### src/rtl/mem_port_arbiter.sv
// Round-robin arbiter that shares one data-memory port among CORES_NUM requester slots.
// IDLE picks the next requester, BUSY waits for the memory, RESP pulses ready to the winner.
module mem_port_arbiter #(
  parameter int CORES_NUM = 4,
  parameter int REG_SIZE  = 8,
  parameter int ADDR_SIZE = 8
) (
  input  logic                           clk,
  input  logic                           reset,
  input  logic [2*CORES_NUM-1:0]         core_enable,
  input  logic [ADDR_SIZE*CORES_NUM-1:0] core_addr,
  input  logic [REG_SIZE*CORES_NUM-1:0]  core_wr_data,
  output logic [REG_SIZE-1:0]            core_rd_data,
  output logic [CORES_NUM-1:0]           core_ready,
  output logic [1:0]                     mem_enable,
  output logic [ADDR_SIZE-1:0]           mem_addr,
  output logic [REG_SIZE-1:0]            mem_wr_data,
  input  logic [REG_SIZE-1:0]            mem_rd_data,
  input  logic                           mem_ready
);

  localparam int PTR_W = (CORES_NUM > 1) ? $clog2(CORES_NUM) : 1;

  typedef enum logic [1:0] {
    S_IDLE = 2'd0,
    S_BUSY = 2'd1,
    S_RESP = 2'd2
  } state_t;

  state_t               state_q, state_d;
  logic [PTR_W-1:0]     rr_ptr_q, rr_ptr_d;
  logic [PTR_W-1:0]     grant_q, grant_d;
  logic [1:0]           mem_enable_q, mem_enable_d;
  logic [ADDR_SIZE-1:0] mem_addr_q, mem_addr_d;
  logic [REG_SIZE-1:0]  mem_wr_data_q, mem_wr_data_d;
  logic [REG_SIZE-1:0]  core_rd_data_q, core_rd_data_d;
  logic [CORES_NUM-1:0] core_ready_q, core_ready_d;

  logic [CORES_NUM-1:0] req_s;
  logic                 found_s;
  logic [PTR_W-1:0]     pick_s;
  logic [PTR_W-1:0]     cand_s;
  logic [1:0]           sel_en_s;
  logic [ADDR_SIZE-1:0] sel_addr_s;
  logic [REG_SIZE-1:0]  sel_wdata_s;

  always_comb begin
    for (int i = 0; i < CORES_NUM; i++) begin
      req_s[i] = |core_enable[2*i +: 2];
    end
  end

  // First requester at or after rr_ptr, wrapping modulo CORES_NUM.
  always_comb begin
    found_s = 1'b0;
    pick_s  = '0;
    cand_s  = '0;
    for (int k = 0; k < CORES_NUM; k++) begin
      cand_s = PTR_W'((int'(rr_ptr_q) + k) % CORES_NUM);
      if (!found_s && req_s[cand_s]) begin
        found_s = 1'b1;
        pick_s  = cand_s;
      end
    end
  end

  always_comb begin
    sel_en_s    = 2'b00;
    sel_addr_s  = '0;
    sel_wdata_s = '0;
    for (int i = 0; i < CORES_NUM; i++) begin
      if (PTR_W'(i) == pick_s) begin
        sel_en_s    = core_enable[2*i +: 2];
        sel_addr_s  = core_addr[i*ADDR_SIZE +: ADDR_SIZE];
        sel_wdata_s = core_wr_data[i*REG_SIZE +: REG_SIZE];
      end
    end
  end

  always_comb begin
    state_d        = state_q;
    rr_ptr_d       = rr_ptr_q;
    grant_d        = grant_q;
    mem_enable_d   = mem_enable_q;
    mem_addr_d     = mem_addr_q;
    mem_wr_data_d  = mem_wr_data_q;
    core_rd_data_d = core_rd_data_q;
    core_ready_d   = '0;
    case (state_q)
      S_IDLE: begin
        mem_enable_d = 2'b00;
        if (found_s) begin
          grant_d       = pick_s;
          // A simultaneous read+write request is executed as a write.
          mem_enable_d  = sel_en_s[1] ? 2'b10 : 2'b01;
          mem_addr_d    = sel_addr_s;
          mem_wr_data_d = sel_wdata_s;
          state_d       = S_BUSY;
        end else begin
          state_d = S_IDLE;
        end
      end
      S_BUSY: begin
        if (mem_ready) begin
          if (mem_enable_q == 2'b01) begin
            core_rd_data_d = mem_rd_data;
          end else begin
            core_rd_data_d = core_rd_data_q;
          end
          mem_enable_d = 2'b00;
          core_ready_d = {{(CORES_NUM-1){1'b0}}, 1'b1} << grant_q;
          state_d      = S_RESP;
        end else begin
          state_d = S_BUSY;
        end
      end
      S_RESP: begin
        rr_ptr_d = (grant_q == PTR_W'(CORES_NUM-1)) ? '0 : grant_q + 1'b1;
        state_d  = S_IDLE;
      end
      default: begin
        state_d = S_IDLE;
      end
    endcase
  end

  always_ff @(posedge clk) begin
    if (reset) begin
      state_q        <= S_IDLE;
      rr_ptr_q       <= '0;
      grant_q        <= '0;
      mem_enable_q   <= 2'b00;
      mem_addr_q     <= '0;
      mem_wr_data_q  <= '0;
      core_rd_data_q <= '0;
      core_ready_q   <= '0;
    end else begin
      state_q        <= state_d;
      rr_ptr_q       <= rr_ptr_d;
      grant_q        <= grant_d;
      mem_enable_q   <= mem_enable_d;
      mem_addr_q     <= mem_addr_d;
      mem_wr_data_q  <= mem_wr_data_d;
      core_rd_data_q <= core_rd_data_d;
      core_ready_q   <= core_ready_d;
    end
  end

  assign core_rd_data = core_rd_data_q;
  assign core_ready   = core_ready_q;
  assign mem_enable   = mem_enable_q;
  assign mem_addr     = mem_addr_q;
  assign mem_wr_data  = mem_wr_data_q;

endmodule
### config.mk
export PLATFORM = sky130hd
export DESIGN_NAME = mem_port_arbiter
export DESIGN_NICKNAME = d
export VERILOG_FILES = /design/src/rtl/mem_port_arbiter.sv
export SDC_FILE = /design/constraint.sdc
export NUM_CORES = 1
export LEC_CHECK = 0
export ABC_AREA = 0
export CAP_MARGIN = 20
export CORE_MARGIN = 3
export CORE_UTILIZATION = 39
export DETAILED_ROUTE_END_ITERATION = 16
export HOLD_SLACK_MARGIN = 0.03
export PLACE_DENSITY = 0.81
export SLEW_MARGIN = 20
export SYNTH_ARGS = -nofsm -noshare
export SYNTH_HDL_FRONTEND = slang
export SYNTH_SLANG_ARGS = --single-unit
### constraint.sdc
create_clock -name clk -period 1.8 [get_ports clk]
set_input_delay 0.18 -clock clk [delete_from_list [all_inputs] [get_ports clk]]
set_output_delay 0.18 -clock clk [all_outputs]
set_load 0.05 [all_outputs]
==> impl_metrics.json <==
{
  "status": "finished, final reports clean",
  "r2r_cells": 6,
  "slew_viol_final": 0,
  "synth_top_family_by_area": "compound AO/OA/AOI/OAI gates",
  "hold_violations": 0,
  "grt_pass1_wl_um": 10700,
  "syn_to_final_growth_pct": 81.1,
  "cp_data_required_time_ps": 1970,
  "p_per_area_nw_per_um2": 748,
  "wirelength_um": 7250,
  "stdcell_count": 421,
  "grt_overflow": 0,
  "synthAdderAreaFrac": 0.00611,
  "reg2reg_from": "rr_ptr_q[1]",
  "drt_iter0_drc": 100,
  "tightestPinTransition_ps": 545,
  "synthTopCellsByArea": "dfxtp_1 (35%), a311oi_1 (6.8%), mux2i_1 (5.9%), o221ai_2 (5.9%), a21boi_1 (4.8%)",
  "grt_pass1_vias": 2250,
  "synth-simple-area-share": 0.136,
  "wl_met2_um": 3580,
  "dieArea_um2": 6150,
  "drc": 0,
  "grt_max_degree": 31,
  "hp-class": "primary input to flop",
  "synth_fp_nets": 303,
  "cp-startpoint": "core_enable[7]",
  "period_share": 0.995,
  "first_pass_iters": 4,
  "irDropWorstVdd_v": 0.000454,
  "vias": 2292,
  "yosys.area.top_type": "dfxtp_1",
  "synth-edff-count": 0,
  "viasPerCell": 5.44,
  "root_buffer": "clkbuf_8",
  "synthMuxAreaShare": 0.0715,
  "rows": 25,
  "nets": 437,
  "netlist_top_cells_count": "dfxtp_1 (36), nor2_1 (26), nand2_1 (17), o21ai_1 (17), a311oi_1 (16)",
  "hold_slack_ps": 415,
  "track_usage": 0.216,
  "cts_tree": "built",
  "finClkSkew_ps": 4.66,
  "cts_max_level": 2,
  "synth_flop_cell": "dfxtp_1",
  "drtAntennaViolNets": 0,
  "fill_cells": 348,
  "multi_input_area_um2": 1210,
  "drive_gt1_frac": 0.189,
  "final-seq-area_um2": 722,
  "clkLatencyLatePin_ps": 290,
  "wl_met3_um": 452,
  "slew_headroom": 0.636,
  "crit_type": "primary input to flop",
  "netlist_area_um2": 2050,
  "endpoint": "mem_wr_data[5]",
  "synth-compound-area-share": 0.348,
  "core_um2": 4910,
  "rr_endpoint": "mem_wr_data[5]",
  "post_drt_wl_per_cell_um": 17.2,
  "die_h_um": 78.4,
  "die-width_um": 78.4,
  "antenna_cells": 0,
  "dpl.hpwl_um": 4950,
  "gp_congestion": 0.842,
  "io_pins": 113,
  "cts_buffer_depth": 2,
  "cp-start-kind": "primary input",
  "port_buffers": 112,
  "r2r_slack_ps": 40,
  "yosys_warnings": 0,
  "ys_types": 47,
  "numCtsBuffers": 5,
  "ys_seq_area_frac": 0.352,
  "async_reset_ff_frac": 0,
  "dp.cells": 408,
  "synthXorXnorAreaFrac": 0,
  "cp-end-kind": "flop",
  "ys_ff_latch": 36,
  "start_util": 0.417,
  "yosys.area.top_type_share": 0.352,
  "p_leak_nw": 1.39,
  "highest_layer": "met4",
  "setup_violations": 0,
  "antenna_found_initial": 0,
  "cts_sinks": 36,
  "drt-met1-wl_um": 3060,
  "clk_pin_slew_worst_paths_ps": 70,
  "fin_crit_ps": 1790,
  "crit_arrival_ps": 1960,
  "avgSynthCellArea_um2": 9.35,
  "synthMostInstantiatedCell": "dfxtp_1",
  "maxCapViolations": 0,
  "syn_inst": 219,
  "cts_hold_buf": 0,
  "crit_path_max_fanout": 6,
  "max_freq_mhz": 559
}
sequential cells by signal, summed over array words and instances, names as in the netlist:
| name | flops |
|---|---|
| rr_ptr_q | 2 |
| mem_addr | 8 |
| mem_wr_data | 8 |
| core_ready | 4 |
| mem_enable | 2 |
| grant_q | 2 |
| state_q | 2 |
| core_rd_data | 8 |
routing by layer:
layer / GRT usage / vias up
li1: - / 1106
met1: 0.267 / 1071
met2: 0.361 / 101
met3: 0.0505 / 14
met4: 0.0892 / 0
met5: 0 / -
logic make-up after synthesis:
family | Yosys count
compound gates | 86
mux | 14
fa+ha+maj | 1
buf+inv | 24
simple gates | 58
flops | 36
report_power, final:
part | switching [W] | leakage, nW | internal, W
clock | 0.000302 | 0.0784 | 0.000693
combinational | 0.000443 | 1.01 | 0.000432
sequential | 0.0000436 | 0.296 | 0.000859
layout make-up:
| cell class | count | share of cell area |
|---|---|---|
| timing repair buffer | 144 | 0.405 |
| multi-input combinational | 159 | 0.328 |
| sequential | 36 | 0.195 |
| clock inverter | 3 | 0.0243 |
| tap | 67 | 0.0226 |
| clock buffer | 5 | 0.0186 |
| inverter | 7 | 0.00709 |
worst max-delay path, cell delays in order:
cell and delay [ps]:
clkdlybuf4s50_1 420, or4_4 440, o211ai_4 210, clkbuf_16 230, a21boi_1 70, a311oi_1 300
o21ai_1 110
stage by stage:
stage | cell area, um2 | setup WS, ps | TNS (ps) | power [W] | utilization
2_1_floorplan | 2050 | 265 | 0 | 0.00135 | -
3_5_place_dp | 3390 | -364 | -5040 | 0.00175 | 0.691
5_1_grt | 3710 | -42.4 | -113 | 0.00287 | 0.755
4_1_cts | 3550 | -27.1 | -43.6 | 0.00274 | 0.723
6_report | 3710 | 9.81 | 0 | 0.00277 | 0.755
3_3_place_gp | 3390 | -280 | -4020 | 0.00173 | 0.691
how the worst min path moves through the flow:
stage                         startpoint               to  slack (ps)  depth (start not counted)
after floorplan           mem_rd_data[0]  core_rd_data[0]         330                          2
after global placement    mem_wr_data[4]   mem_wr_data[4]         440                          2
after detailed placement     mem_addr[5]      mem_addr[5]         440                          2
after CTS                    mem_addr[5]      mem_addr[5]         450                          2
after global routing      core_enable[5]    mem_enable[1]         470                          4
final                     core_enable[5]    mem_enable[1]         410                          4
timing repair:
action | in CTS | in global routing
buffers inserted | 0 | 2
hold endpoints to repair | 0 | 0
pin swaps | 1 | 10
gates resized for setup | 0 | 19
setup endpoints to repair | 3 | 19
gates cloned | 0 | 3
cell usage in the layout (no fill, tap or decap), drive strengths merged:
cell and count:
a21boi 15, o311a 1, nor3b 1, nor2 27, nor2b 2, inv 7, ha 1, clkbuf 7
o311ai 2, and3 1, buf 30, dfxtp 36, a22o 1, mux2 2, a21o 1, or2 1
and2b 1, dlymetal6s2s 5, nand3 1, o221ai 17, mux2i 12, a31oi 1, bufinv 3, nand2 18
a311oi 17, nor3 1, o21bai 1, clkdlybuf4s50 107, a21oi 5, nand2b 1, a32oi 2, nor4 2
a211o 2, or4 1, o21ai 20, o211ai 1, nor4b 1
Note: power is estimated with default switching activity, not from simulation.
